**config.mk**
```make
export PLATFORM = sky130hd
export DESIGN_NAME = spi_text_tx
export DESIGN_NICKNAME = d
export VERILOG_FILES = /design/src/rtl/vga_text_pkg.sv /design/src/rtl/spi_tx_fifo.sv /design/src/rtl/spi_text_tx.sv
export SDC_FILE = /design/constraint.sdc
export NUM_CORES = 1
export LEC_CHECK = 0
export ABC_AREA = 1
export CAP_MARGIN = 20
export CORE_ASPECT_RATIO = 1.1
export CORE_UTILIZATION = 49
export CTS_CLUSTER_DIAMETER = 60
export DETAILED_ROUTE_END_ITERATION = 7
export GPL_ROUTABILITY_DRIVEN = 0
export PLACE_DENSITY_LB_ADDON = 0.25
export SLEW_MARGIN = 15
export SYNTH_ARGS = -nofsm -noshare
export SYNTH_HDL_FRONTEND = slang
export SYNTH_SLANG_ARGS = --single-unit
```
**constraint.sdc**
```tcl
create_clock -name clk -period 2.58 [get_ports clk]
set_input_delay 0.516 -clock clk [delete_from_list [all_inputs] [get_ports clk]]
set_output_delay 0.516 -clock clk [all_outputs]
set_load 0.005 [all_outputs]
```
**src/rtl/vga_text_pkg.sv**
```systemverilog
// Shared constants and types for the text-mode framebuffer and its SPI feeder.
package vga_text_pkg;

  localparam int unsigned SCREEN_COLS = 80;
  localparam int unsigned SCREEN_ROWS = 30;

  typedef enum logic [1:0] {IDLE, SETUP, SHIFT, GAP} spi_tx_state_t;

endpackage

```
**src/rtl/spi_tx_fifo.sv**
```systemverilog
// Synchronous first-word-fall-through FIFO buffering bytes for spi_text_tx.
module spi_tx_fifo #(
  parameter int unsigned Depth = 16,
  parameter int unsigned Width = 8
) (
  input  logic                     clk_i,
  input  logic                     rst_i,
  input  logic                     push_i,
  input  logic [Width-1:0]         data_i,
  input  logic                     pop_i,
  output logic [Width-1:0]         data_o,
  output logic                     full_o,
  output logic                     empty_o,
  output logic [$clog2(Depth):0]   level_o
);

  localparam int unsigned AddrW = $clog2(Depth);

  logic [Width-1:0] mem_q [Depth];
  logic [AddrW-1:0] wr_ptr_q, rd_ptr_q;
  logic [AddrW:0]   count_q;
  logic             do_push, do_pop;

  assign full_o  = (count_q == (AddrW+1)'(Depth));
  assign empty_o = (count_q == '0);
  assign level_o = count_q;
  assign data_o  = mem_q[rd_ptr_q];

  assign do_push = push_i && !full_o;
  assign do_pop  = pop_i && !empty_o;

  always_ff @(posedge clk_i) begin
    if (do_push) mem_q[wr_ptr_q] <= data_i;
  end

  // Pointers wrap naturally because Depth is a power of two.
  always_ff @(posedge clk_i or posedge rst_i) begin
    if (rst_i) begin
      wr_ptr_q <= '0;
      rd_ptr_q <= '0;
      count_q  <= '0;
    end else begin
      if (do_push) wr_ptr_q <= wr_ptr_q + 1'b1;
      if (do_pop)  rd_ptr_q <= rd_ptr_q + 1'b1;
      case ({do_push, do_pop})
        2'b10:   count_q <= count_q + 1'b1;
        2'b01:   count_q <= count_q - 1'b1;
        default: count_q <= count_q;
      endcase
    end
  end

endmodule

```
**src/rtl/spi_text_tx.sv**
```systemverilog
// SPI mode-0 byte transmitter feeding the text framebuffer; tracks the next screen cell.
// Define SPI_TX_FIFO_EN for a FIFO_DEPTH-entry buffer instead of a single holding register.
module spi_text_tx
  import vga_text_pkg::*;
#(
  parameter int unsigned CLK_DIV      = 4,
  parameter int unsigned FIFO_DEPTH   = 16,
  parameter int unsigned SCREEN_CHARS = SCREEN_COLS * SCREEN_ROWS
) (
  input  logic                        clk,
  input  logic                        rst,
  input  logic [7:0]                  in_data,
  input  logic                        in_valid,
  output logic                        in_ready,
  output logic                        spi_sck,
  output logic                        spi_mosi,
  output logic                        spi_ssel_n,
  output logic                        busy,
  output logic [$clog2(FIFO_DEPTH):0] level,
  output logic [11:0]                 tx_count
);

  localparam int unsigned LvlW = $clog2(FIFO_DEPTH) + 1;
  localparam int unsigned DivW = $clog2(CLK_DIV) + 1;

  logic       push, pop, full, empty;
  logic [7:0] buf_data;

  assign push = in_valid && in_ready;

`ifdef SPI_TX_FIFO_EN
  spi_tx_fifo #(
    .Depth (FIFO_DEPTH),
    .Width (8)
  ) u_fifo (
    .clk_i   (clk),
    .rst_i   (rst),
    .push_i  (push),
    .data_i  (in_data),
    .pop_i   (pop),
    .data_o  (buf_data),
    .full_o  (full),
    .empty_o (empty),
    .level_o (level)
  );
`else
  logic       hold_valid_q;
  logic [7:0] hold_data_q;

  // push and pop are mutually exclusive here: push needs the register empty, pop needs it full.
  always_ff @(posedge clk or posedge rst) begin
    if (rst) begin
      hold_valid_q <= 1'b0;
      hold_data_q  <= '0;
    end else if (push) begin
      hold_valid_q <= 1'b1;
      hold_data_q  <= in_data;
    end else if (pop) begin
      hold_valid_q <= 1'b0;
    end
  end

  assign buf_data = hold_data_q;
  assign full     = hold_valid_q;
  assign empty    = !hold_valid_q;
  assign level    = LvlW'(hold_valid_q);
`endif

  assign in_ready = !full;

  spi_tx_state_t   state_q, state_d;
  logic [DivW-1:0] div_q, div_d;
  logic            high_q, high_d;
  logic [2:0]      bit_q, bit_d;
  logic [7:0]      shreg_q, shreg_d;
  logic [11:0]     count_d;
  logic            div_last;
  logic            sck_d, mosi_d, ssel_n_d;

  assign div_last = (div_q == DivW'(CLK_DIV - 1));
  assign busy     = (state_q != IDLE) || !empty;

  always_comb begin
    state_d = state_q;
    div_d   = div_q;
    high_d  = high_q;
    bit_d   = bit_q;
    shreg_d = shreg_q;
    count_d = tx_count;
    pop     = 1'b0;
    case (state_q)
      IDLE: begin
        if (!empty) begin
          pop     = 1'b1;
          shreg_d = buf_data;
          div_d   = '0;
          state_d = SETUP;
        end
      end
      SETUP: begin
        if (div_last) begin
          div_d   = '0;
          high_d  = 1'b1;
          bit_d   = 3'd7;
          state_d = SHIFT;
        end else begin
          div_d = div_q + 1'b1;
        end
      end
      SHIFT: begin
        if (!div_last) begin
          div_d = div_q + 1'b1;
        end else begin
          div_d = '0;
          if (high_q) begin
            // Next bit is presented on entry to the low phase; bit0 is held to the end.
            high_d = 1'b0;
            if (bit_q != 3'd0) shreg_d = {shreg_q[6:0], 1'b0};
          end else if (bit_q == 3'd0) begin
            state_d = GAP;
            count_d = (tx_count == 12'(SCREEN_CHARS - 1)) ? 12'd0 : tx_count + 12'd1;
          end else begin
            high_d = 1'b1;
            bit_d  = bit_q - 3'd1;
          end
        end
      end
      GAP: begin
        if (div_last) begin
          div_d = '0;
          if (!empty) begin
            pop     = 1'b1;
            shreg_d = buf_data;
            state_d = SETUP;
          end else begin
            state_d = IDLE;
          end
        end else begin
          div_d = div_q + 1'b1;
        end
      end
      default: state_d = IDLE;
    endcase

    // Pins are registered from the next state so they change on the same edge as the FSM.
    sck_d    = (state_d == SHIFT) && high_d;
    mosi_d   = ((state_d == SETUP) || (state_d == SHIFT)) && shreg_d[7];
    ssel_n_d = !((state_d == SETUP) || (state_d == SHIFT));
  end

  always_ff @(posedge clk or posedge rst) begin
    if (rst) begin
      state_q    <= IDLE;
      div_q      <= '0;
      high_q     <= 1'b0;
      bit_q      <= '0;
      shreg_q    <= '0;
      tx_count   <= '0;
      spi_sck    <= 1'b0;
      spi_mosi   <= 1'b0;
      spi_ssel_n <= 1'b1;
    end else begin
      state_q    <= state_d;
      div_q      <= div_d;
      high_q     <= high_d;
      bit_q      <= bit_d;
      shreg_q    <= shreg_d;
      tx_count   <= count_d;
      spi_sck    <= sck_d;
      spi_mosi   <= mosi_d;
      spi_ssel_n <= ssel_n_d;
    end
  end

endmodule

```
### Yosys cells after proc, flatten, opt, wreduce, memory -nomap -nowiden

Index checks and enable logic that the tools add are counted.
Widths: inputs -> output; s select.

* memories: 0
* output and inout bits: 22
* memory bits (writable): 0
* register bits: 41
* latch bits: 0
* logic and storage cells: 82
* input bits: 11
* memory bits (read-only): 0

* bitwise gates (word level): 1
* div/mod/pow operators: 0
* equality and inequality tests: 15
* multiply operators: 0
* add/sub/neg operators: 3
* $lt $le $gt $ge: 0
* reduce and logical (&&, ||, !) cells: 18
* shifts and indexed selects: 0
* multiplexer cells: 33

Operators by type and width (number)
* $mux 8: 5
* $pmux 8 s3: 1
* $mux 3: 6
* $ne 2x2->1 const B: 8
* $add 12x1->12 const B: 1
* $eq 12x12->1 const B: 1
* $mux 12: 1
* $mux 2: 6
* $pmux 3 s2: 2
* $reduce_and 5->1: 2
* $mux 1: 9
* $pmux 2 s4: 1
* $eq 2x2->1 const B: 3
* $reduce_bool 2->1: 3
* $reduce_bool 3->1: 2
* $eq 2x1->1 const B: 2
* $pmux 1 s2: 2
* $reduce_and 4->1: 1
* $add 3x1->3 const B: 1
* $eq 3x2->1 const B: 1
* $logic_and 1x1->1: 3
* $logic_not 3->1: 1
* $reduce_or 3->1: 1
* $sub 3x1->3 const B: 1
* other kinds (4): 6

### Logic depth before layout (Yosys ltp)

Gate-level depths: netlist of run 1.

* word-level depth: 8
* depth in mapped cells: 10
* gate-level depth less buffers: 10

### Least setup slack after synthesis of run 1

Ideal clock, no wire load.

* kind: reg2reg
* start point: register state_q[0]
* end point: register spi_mosi
* path slack: 788 ps
* period minus slack after synthesis: 1792 ps
* data required time: 2503 ps
* data arrival time: 1714 ps
* path buffers: 0
* library setup time: 77 ps
* stages on the path, launching flop included: 10
* cells stage by stage: dfrtp_1 > inv_1 > ha_1 > inv_2 > nor2_4 > nand3_4 > o21ai_0 > a21oi_1 > ha_1 > a21oi_1

* cells in the longest elaborated chain, start to end: 7
* elaborated cells between the ends (all ways): 16
* classes of those cells: eq/ne: 5; mux: 8; reduce/logical: 3

Ends and longest elaborated chain
* from (decl): RTL line spi_text_tx.sv:71 `spi_tx_state_t state_q, state_d;`
* from (signal assigned): RTL line spi_text_tx.sv:163 `state_q <= state_d;`
* $mux 2: RTL line spi_text_tx.sv:119 `end else if (bit_q == 3'd0) begin`
* $mux 2: RTL line spi_text_tx.sv:115 `if (high_q) begin`
* $mux 2: RTL line spi_text_tx.sv:111 `if (!div_last) begin`
* $pmux 2 s4: RTL line spi_text_tx.sv:91 `case (state_q)`
* $eq 2x1->1 / $eq 2x2->1 (equally long branches): RTL line spi_text_tx.sv:147 `mosi_d = ((state_d == SETUP) || (state_d == SHIFT)) && shreg_d[7];`
* $logic_or 1x1->1: RTL line spi_text_tx.sv:147
* $logic_and 1x1->1 *: RTL line spi_text_tx.sv:147
* named net mosi_d: RTL line spi_text_tx.sv:78 `logic sck_d, mosi_d, ssel_n_d;`
* to (signal assigned): RTL line spi_text_tx.sv:170 `spi_mosi <= mosi_d;`
* to (decl): RTL line spi_text_tx.sv:16 `output logic spi_mosi,`

The timed path passes the listed nets; every way through them passes the cells marked *.
A chain may end at the register's enable or synchronous reset.

### Final worst setup path of run 1

* start point: register hold_valid_q, in the netlist full
* end point: output port busy

* cells in the longest elaborated chain, start to end: 1

Ends and longest elaborated chain
* from (decl): RTL line spi_text_tx.sv:47 `logic hold_valid_q;`
* from (signal assigned): RTL line spi_text_tx.sv:53 `hold_valid_q <= 1'b0;`
* from (signal assigned): RTL line spi_text_tx.sv:56 `hold_valid_q <= 1'b1;`
* from (signal assigned): RTL line spi_text_tx.sv:59 `hold_valid_q <= 1'b0;`
* $logic_or 1x1->1: RTL line spi_text_tx.sv:81 `assign busy = (state_q != IDLE) || !empty;`
* to (decl): RTL line spi_text_tx.sv:18 `output logic busy,`

Every way passes these cells.

==> results of run 1 <==
-- layout make-up --
cell class	count	area, um2	area share (%)
Sequential cell	41	1030	38.5
Timing Repair Buffer	29	288	10.8
Tap cell	54	67.6	2.53
Multi-Input combinational cell	197	1060	39.7
Clock buffer	5	68.8	2.58
Inverter	33	124	4.64
Clock inverter	2	35.0	1.31
-- cells in the mapped netlist --
library cell	number	area (um2)
nand2_1	87	327
dfrtp_1	40	1000
inv_1	29	109
nand3_1	23	115
nor2_1	14	52.6
ha_1	10	125
a21oi_1	9	45.0
nand4_1	9	56.3
o21ai_0	9	45.0
mux2_2	8	90.1
buf_4	5	37.5
nor3_1	4	20.0
xor2_1	4	35.0
inv_2	3	11.3
a22oi_1	2	15.0
nor2_2	2	12.5
nor2_4	2	22.5
o21ai_1	2	10.0
o21bai_1	2	15.0
xnor2_1	2	17.5
buf_6	1	11.3
clkbuf_1	1	3.75
clkinv_1	1	3.75
conb_1	1	3.75
dfstp_2	1	26.3
nand2_2	1	6.26
nand3_2	1	10.0
nand3_4	1	17.5
o2111ai_1	1	8.76
-- sequential cells by signal, summed over array words and instances (netlist names), 2 cells and up --
signal	count
tx_count	12
buf_data	8
shreg_q	8
bit_q	3
div_q	3
state_q	2
-- cells in the final DEF, fill, tap and decap left out, types with 3 or more instances in the layout --
master / instances
nand4_1: 9
conb_1: 4
inv_1: 29
ha_1: 10
inv_2: 3
xor2_1: 4
nor3_1: 4
a21oi_1: 9
clkbuf_8: 5
clkdlybuf4s50_1: 28
dfrtp_1: 40
nand2_1: 87
nand3_1: 23
nor2_1: 14
o21ai_0: 9
mux2_2: 8
-- per-layer routing --
layer  share of wire, %  GRT usage, %
met5                  0             0
met4                1.1          6.15
met3                4.2          5.63
met2                 48          33.7
met1                 46          26.2
-- worst max-delay path, stage by stage, from the launching register on --
cell and delay (ps):
dfrtp_1 560, clkinv_1 250, nand2_1 200, clkdlybuf4s50_1 530
-- power groups by stage --
stage	registers (mW)	clock network (mW)	logic (mW)
6_report	0.715	0.498	0.0875
5_1_grt	0.723	0.540	0.0992
4_1_cts	0.716	0.512	0.0904
3_5_place_dp	0.729	0	0.0903
3_3_place_gp	0.727	0	0.0872
2_1_floorplan	0.718	0	0.0692
-- cell families (layout without fill, tap and decap cells) --
family	Yosys count	count (layout)	synth area share, %
flip-flops	41	41	45.6
other	1	4	0.166
adder cells (fa/ha/maj)	10	10	5.55
AND/OR/NAND/NOR	144	144	28.4
multiplexers	8	8	4.00
XOR/XNOR	6	6	2.33
buffers and inverters	40	69	7.83
AO/OA/AOI/OAI	25	25	6.16
-- stage by stage --
stage	instances	total power, mW	util [%]	cell area [um2]
floorplan	278	0.787	-	2260
global placement	354	0.814	59.1	2570
detailed placement	354	0.819	59.1	2570
CTS	361	1.32	61.4	2670
global route	361	1.36	61.4	2670
finish	361	1.30	61.4	2670
-- worst paths after layout --
path                                      endpoint  slack, ps
setup / recovery                              busy        230
hold / removal                shreg_q[7]$_DFF_PP0_        480
setup reg to reg                spi_mosi$_DFF_PP0_        500
hold reg to reg               shreg_q[7]$_DFF_PP0_        480
max in group asynchronous     spi_ssel_n$_DFF_PP1_       1570
min in group asynchronous  tx_count[9]$_DFFE_PP0P_        640
==> results.md, run 1 <==
- All-Layer GR Usage: 20.5%
- CTS root buffer: clkbuf_8
- Synth cell types: 29
- Lkg Pwr: 1.32 nW
- Max clock buf depth: 2
- Ratio of cells with drive above 1 in the final layout: 8.79%
- Initial antenna violation count: 0
- Reg power frac: 55.0%
- Post-CTS Setup Repair Bufs: 0
- Nets@finish: 328
- Final hold violations: 0
- Max Cap Violations: 0
- CTS Sinks: 41
- CTS buffer count: 5
- Final WS setup: 227 ps
- CP startpoint: full$_DFFE_PP0P_
- Setup violations, final: 0
- Crit path DAT: 1840 ps
- Ant diodes: 0
- Chip height: 73.1 um
- Port bufs: 28
- Routed WL per cell: 11.7 um
- Vias in the first global route: 1,771
- Post-Syn Area: 2250 um2
- Routed vias/inst: 5.12
- WP data required: 2060 ps
- Mapped Avg Cell Area: 8.19 um2
- Hold Path Cell Cnt: 2
- Pre-CTS setup slack: 526 ps
- Crit path time final: 2350 ps
- Filler cells: 412
- FF-to-FF Start: state_q[0]$_DFF_PP0_
- Residual DRC: 0
- DR vias: 1,848
- First DRT Iteration DRCs: 90
- Pwr dens: 487 nW/um2
- Gr ovfl total: 0
- Clock latency on the worst-skew pair: 300 ps
- Worst-path maximum fanout: 12
- Starting density of the core: 51.8%
- Row count: 25
- CTS tree: done
- Internal: 1.03 mW
- CTS H-Tree Depth: 2
- Slew Viols, Final: 0
- Die width: 66.7 um
- Worst VDD drop: 386 uV
- Post-CTS sizing: 0
- Core box area: 4350 um2
- Largest net degree at the start of global routing: 42
- Hold crit path type: flip-flop to flip-flop
- Detailed Place HPWL: 3.18 mm
- RSZ-0062 raised after global routing: false
- Clk slew on worst S/H paths: 80 ps
- Net switching power: 275 uW
- Final period utilization: 91.2%
- FF+latch count, synth: 41
- Hold_sp: shreg_q[7]$_DFF_PP0_
- Clk_skew: 11.1 ps
- Startpoint Class: flip-flop
- Reg2reg path depth: 9
- Outcome: complete, no violations
- Die Area: 4870 um2
- Global-route wire length before repair: 7.65 mm
- Final TNS setup: 0 ps
- Fmax: 425 MHz
- Cts hold-fix bufs: 0
- Ys Warns: 0
- DR pass1 iterations: 4
- CP endpoint kind: primary output
- Top Ports: 33
- Post-Synthesis Cells: 275
- Clock network power share: 38.3%
- Post-route ant nets: 0
- Net Sw Frac: 21.2%
- Combinational Power Share: 6.7%
- Seq/Total Area, Yosys: 45.6%
- Hold WS: 475 ps
- Crit Path Class: flip-flop to primary output
- Area Overhead vs Synth: 18.5%
- Final wirelength: 4.23 mm
Power figures use the tool's default switching activity.
==> run 2, diff against run 1 <==
--- a/config.mk
+++ b/config.mk
@@ -7,8 +7,10 @@
 export LEC_CHECK = 0
 export ABC_AREA = 1
 export CAP_MARGIN = 20
+export CELL_PAD_IN_SITES_DETAIL_PLACEMENT = 1
+export CELL_PAD_IN_SITES_GLOBAL_PLACEMENT = 2
 export CORE_ASPECT_RATIO = 1.1
-export CORE_UTILIZATION = 49
+export CORE_UTILIZATION = 32
 export CTS_CLUSTER_DIAMETER = 60
 export DETAILED_ROUTE_END_ITERATION = 7
 export GPL_ROUTABILITY_DRIVEN = 0
==> results.md, run 2 (same netlist as run 1, synthesis figures left out) <==
- Core box area: 6710 um2 (+54%)
- Setup violations, final: 0 (unchanged)
- RR Endpoint: spi_mosi$_DFF_PP0_
- Outcome: complete, no violations
- CTS tree: done
- Final TNS setup: 0 ps (unchanged)
- Final period utilization: 86.3% (-4.9 points)
- FF-to-FF Start: state_q[0]$_DFF_PP0_
- Largest net degree at the start of global routing: 42 (unchanged)
- Placed inst area: 2610 um2 (+1.7%)
- Hold crit path type: flip-flop to flip-flop
- CTS H-Tree Depth: 2 (unchanged)
- Starting density of the core: 33.6% (-18 points)
- Fin util: 40.6% (-21 points)
- DR vias: 1,891 (+2.3%)
- Ratio of cells with drive above 1 in the final layout: 9.06% (+0.27 points)
- Combinational Power Share: 7.3% (+0.6 points)
- R2r setup slk: 510 ps (about the same)
- Post-route ant nets: 0 (unchanged)
- Fin cells: 391 (+8.3%)
- DR pass1 iterations: 4 (unchanged)
- Routed WL per cell: 14.6 um (+24%)
- Vias in the first global route: 1,954 (+10%)
- Die width: 82.0 um (+23%)
- Final hold violations: 0 (unchanged)
- Critical path endpoint: busy
- Clock latency on the worst-skew pair: 300 ps (about the same)
- Design area: 2730 um2 (+2.1%)
- Filler cells: 817 (+98%)
- Commonest non-fill, non-tap cell in the layout: nand2_1
- Net Sw Frac: 21.9% (+0.76 points)
- Nets@finish: 329 (+0.30%)
- Chip height: 90.0 um (+23%)
- CTS buffer count: 5 (unchanged)
- Top Ports: 33 (unchanged)
- Internal: 1.06 mW (+3.6%)
- Clock network power share: 40.1% (+1.8 points)
- Startpoint Class: flip-flop
- Total Power: 1.36 mW (+4.6%)
- Post-CTS Setup Repair Bufs: 0 (unchanged)
- Residual DRC: 0 (unchanged)
- Initial antenna violation count: 0 (unchanged)
- Inst Count DP: 383 (+8.2%)
- Port bufs: 28 (unchanged)
- Reg power frac: 52.7% (-2.3 points)
- Commonest cells after routing, fill and taps aside: nand2_1, dfrtp_1, inv_1
- Max Cap Violations: 0 (unchanged)
- WP data required: 2060 ps (about the same)
- Pre-CTS setup slack: 488 ps (-38.1 ps)
- Pwr dens: 499 nW/um2 (+2.4%)
- Final wirelength: 5.70 mm (+35%)
- CTS Sinks: 41 (unchanged)
- Post-CTS sizing: 0 (unchanged)
- CP endpoint kind: primary output
- Cts hold-fix bufs: 0 (unchanged)
- Reg2reg path depth: 9 (unchanged)
- Number of flip-flops in the largest register: 12 (unchanged)
- Fmax: 449 MHz (+5.7%)
- Final WS setup: 353 ps (+126 ps)
- Detailed Place HPWL: 4.34 mm (+37%)
- Net switching power: 298 uW (+8.3%)
- Global-route wire length before repair: 9.63 mm (+26%)
- Hold WS: 480 ps (+4.89 ps)
- Row count: 31 (+24%)
- Least-Margin Pin Slew: 527 ps
- Max clock buf depth: 2 (unchanged)
- Worst-path maximum fanout: 5 (-7)
- Worst VDD drop: 164 uV (-58%)
- Crit path time final: 2230 ps (-126 ps)
- Crit path DAT: 1710 ps (-130 ps)
- Ant diodes: 0 (unchanged)
- Crit Path Class: flip-flop to primary output
- First DRT Iteration DRCs: 80 (-11%)
- Most flop-heavy register: tx_count
- CP startpoint: state_q[0]$_DFF_PP0_
- Rel. slew slack: 64.8%
- Lkg Pwr: 1.33 nW (+0.66%)
- Slew Viols, Final: 0 (unchanged)
- Routed vias/inst: 4.84 (-5.5%)
- All-Layer GR Usage: 17.3% (-3.2 points)
- Area Overhead vs Synth: 21.0%
- Gr ovfl total: 0 (unchanged)
- CTS root buffer: clkbuf_8
- Clk slew on worst S/H paths: 80 ps (about the same)
- Die Area: 7380 um2 (+51%)
- Clk_skew: 6.70 ps (-4.37 ps)
- RSZ-0062 raised after global routing: false
## run 2: cell types whose count changed in the layout (fill, tap and decap cells not counted), sizes merged
| cell | delta |
|---|---|
| clkinv | -1 |
| buf | +1 |
| clkbuf | +2 |
## run 2: cell type report
cell class,instances,area (um2),share of cell area (%)
inverter,33,124,4.54
sequential,41,1030,37.7
tap,82,103,3.76
clock buffer,7,86.3,3.17
multi-input combinational,197,1060,38.9
clock inverter,1,30.0,1.10
timing repair buffer,30,295,10.8
## run 2: worst min-delay path by stage
stage	startpoint	end	slack, ps	depth (start not counted)
floorplan	shreg_q[7]$_DFF_PP0_	shreg_q[7]$_DFF_PP0_	440	2
global placement	shreg_q[5]$_DFFE_PP0P_	shreg_q[5]$_DFFE_PP0P_	450	2
detailed placement	shreg_q[5]$_DFFE_PP0P_	shreg_q[5]$_DFFE_PP0P_	460	2
CTS	shreg_q[5]$_DFFE_PP0P_	shreg_q[5]$_DFFE_PP0P_	480	2
global route	shreg_q[5]$_DFFE_PP0P_	shreg_q[5]$_DFFE_PP0P_	510	2
finish	shreg_q[7]$_DFF_PP0_	shreg_q[7]$_DFF_PP0_	480	2
## run 2: layer usage
layer	global-route usage (%)	up-vias	share of wire, %
met5	0	-	0
met1	20.7	917	43
met3	3.45	10	2.3
li1	-	942	-
met4	5.99	0	1.7
met2	30.0	22	52
## run 2: worst max-delay path, stage by stage (launching register included)
cell and delay (ps):
dfrtp_1 400, inv_1 100, ha_1 250, nand2_1 150, clkdlybuf4s50_1 520
## run 2: power groups by stage
stage	Clock, mW	Sequential (mW)	Combinational (mW)
floorplan	0	0.718	0.0692
global placement	0	0.728	0.0975
detailed placement	0	0.731	0.102
CTS	0.566	0.718	0.102
global route	0.588	0.722	0.109
finish	0.545	0.716	0.0988
==> run 3, diff against run 2 <==
--- a/config.mk
+++ b/config.mk
@@ -14,6 +14,7 @@
 export CTS_CLUSTER_DIAMETER = 60
 export DETAILED_ROUTE_END_ITERATION = 7
 export GPL_ROUTABILITY_DRIVEN = 0
+export MAX_ROUTING_LAYER = met4
 export PLACE_DENSITY_LB_ADDON = 0.25
 export SLEW_MARGIN = 15
 export SYNTH_ARGS = -nofsm -noshare
==> results.md, run 3 (same netlist as run 1, synthesis figures left out) <==
- Outcome: complete, no violations
- Final wirelength: 5.73 mm (+0.49%)
- Least-Margin Pin Slew: 538 ps (+10.1 ps)
- Final period utilization: 86.3% (about the same)
- Cts hold-fix bufs: 0 (unchanged)
- Top Ports: 33 (unchanged)
- Die Area: 7380 um2 (unchanged)
- Register area: 1030 um2 (unchanged)
- Post-route ant nets: 0 (unchanged)
- Vias in the first global route: 1,952 (-0.10%)
- Final hold violations: 0 (unchanged)
- RSZ-0062 raised after global routing: false
- Worst-path maximum fanout: 5 (unchanged)
- Commonest cells after routing, fill and taps aside: nand2_1, dfrtp_1, inv_1
- Global-route wire length before repair: 9.64 mm (+0.15%)
- Number of flip-flops in the largest register: 12 (unchanged)
- Design area: 2730 um2 (unchanged)
- Starting density of the core: 33.6% (unchanged)
- Largest net degree at the start of global routing: 42 (unchanged)
- Rel. slew slack: 64.2% (-0.67 points)
- Crit path time final: 2230 ps (+0.408 ps)
- CTS root buffer: clkbuf_8
- Detailed Place HPWL: 4.34 mm (unchanged)
- CTS H-Tree Depth: 2 (unchanged)
- All-Layer GR Usage: 17.8% (+0.50 points)
- CTS tree: done
- Residual DRC: 0 (unchanged)
- Port bufs: 28 (unchanged)
- Row count: 31 (unchanged)
- Hold crit path type: flip-flop to flip-flop
- Area used by multi-input combinational logic: 1060 um2 (unchanged)
- Final TNS setup: 0 ps (unchanged)
- Post-CTS Setup Repair Bufs: 0 (unchanged)
- Post-CTS sizing: 0 (unchanged)
- CP endpoint kind: primary output
- Fmax: 449 MHz (about the same)
- Routed WL per cell: 14.6 um (+0.49%)
- Fin util: 40.6% (unchanged)
- Ant diodes: 0 (unchanged)
- CTS buffer count: 5 (unchanged)
- Worst VDD drop: 164 uV (+0.22%)
- Clk slew on worst S/H paths: 80 ps (about the same)
- Placed inst area: 2610 um2 (unchanged)
- Max clock buf depth: 2 (unchanged)
- Core box area: 6710 um2 (unchanged)
- Crit Path Class: flip-flop to primary output
- Routed vias/inst: 4.81 (-0.48%)
- Die width: 82.0 um (unchanged)
- Ratio of cells with drive above 1 in the final layout: 9.06% (unchanged)
- Setup violations, final: 0 (unchanged)
- Commonest non-fill, non-tap cell in the layout: nand2_1
- Startpoint Class: flip-flop
- Lkg Pwr: 1.33 nW (unchanged)
- Initial antenna violation count: 0 (unchanged)
- Filler cells: 817 (unchanged)
- Clock latency on the worst-skew pair: 300 ps (about the same)
- WP data required: 2060 ps (about the same)
- Hold WS: 480 ps (-0.114 ps)
- Max Cap Violations: 0 (unchanged)
- Pwr dens: 500 nW/um2 (+0.18%)
- Gr ovfl total: 0 (unchanged)
- Area Overhead vs Synth: 21.0% (unchanged)
- DR pass1 iterations: 4 (unchanged)
- Crit path DAT: 1710 ps (about the same)
- Slew Viols, Final: 0 (unchanged)
- CTS Sinks: 41 (unchanged)
- DR vias: 1,882 (-0.48%)
- Chip height: 90.0 um (unchanged)
- Nets@finish: 329 (unchanged)
- First DRT Iteration DRCs: 90 (+13%)
- Most flop-heavy register: tx_count
- Clk_skew: 6.98 ps (+0.277 ps)
[run 3: critical path, stage by stage (launching register included)]
cell and delay, ps:
dfrtp_1 400, inv_1 100, ha_1 250, nand2_1 160
clkdlybuf4s50_1 520
[run 3: area by class of cell]
type | count | area share [%]
multi-input combinational | 197 | 38.9
sequential | 41 | 37.7
timing repair buffer | 30 | 10.8
inverter | 33 | 4.54
tap | 82 | 3.76
clock buffer | 7 | 3.17
clock inverter | 1 | 1.10
[run 3: power by group]
| group | switching, mW | internal [mW] | leakage [nW] |
|---|---|---|---|
| registers | 0.0272 | 0.689 | 0.537 |
| logic | 0.0425 | 0.0568 | 0.736 |
| clock network | 0.231 | 0.316 | 0.0585 |
[run 3: routing by layer]
| layer | global-route usage [%] | share of wire, % | wire (um) | vias to the layer above |
|---|---|---|---|---|
| li1 | - | - | - | 941 |
| met1 | 20.9 | 44 | 2540 | 911 |
| met2 | 30.0 | 52 | 2970 | 20 |
| met3 | 3.25 | 2.0 | 116 | 10 |
| met4 | 5.99 | 1.7 | 96 | 0 |
| met5 | - | 0 | 0 | - |
[run 3: metrics by stage]
step	instances	power [mW]	worst slack [ps]
finish	391	1.36	352
global route	391	1.42	244
CTS	391	1.39	336
detailed placement	383	0.832	488
global placement	383	0.826	614
floorplan	278	0.787	788
[run 3: final timing paths]
kind | slack (ps) | cells after the start | to | start
min in group asynchronous | 660 | 3 | buf_data[0]$_DFFE_PP0P_ | rst
worst min register to register | 480 | 2 | shreg_q[7]$_DFF_PP0_ | shreg_q[7]$_DFF_PP0_
worst max register to register | 510 | 9 | spi_mosi$_DFF_PP0_ | state_q[0]$_DFF_PP0_
worst max-delay path | 350 | 4 | busy | state_q[0]$_DFF_PP0_
max in group asynchronous | 1550 | 3 | spi_ssel_n$_DFF_PP1_ | rst
worst min-delay path | 480 | 2 | shreg_q[7]$_DFF_PP0_ | shreg_q[7]$_DFF_PP0_
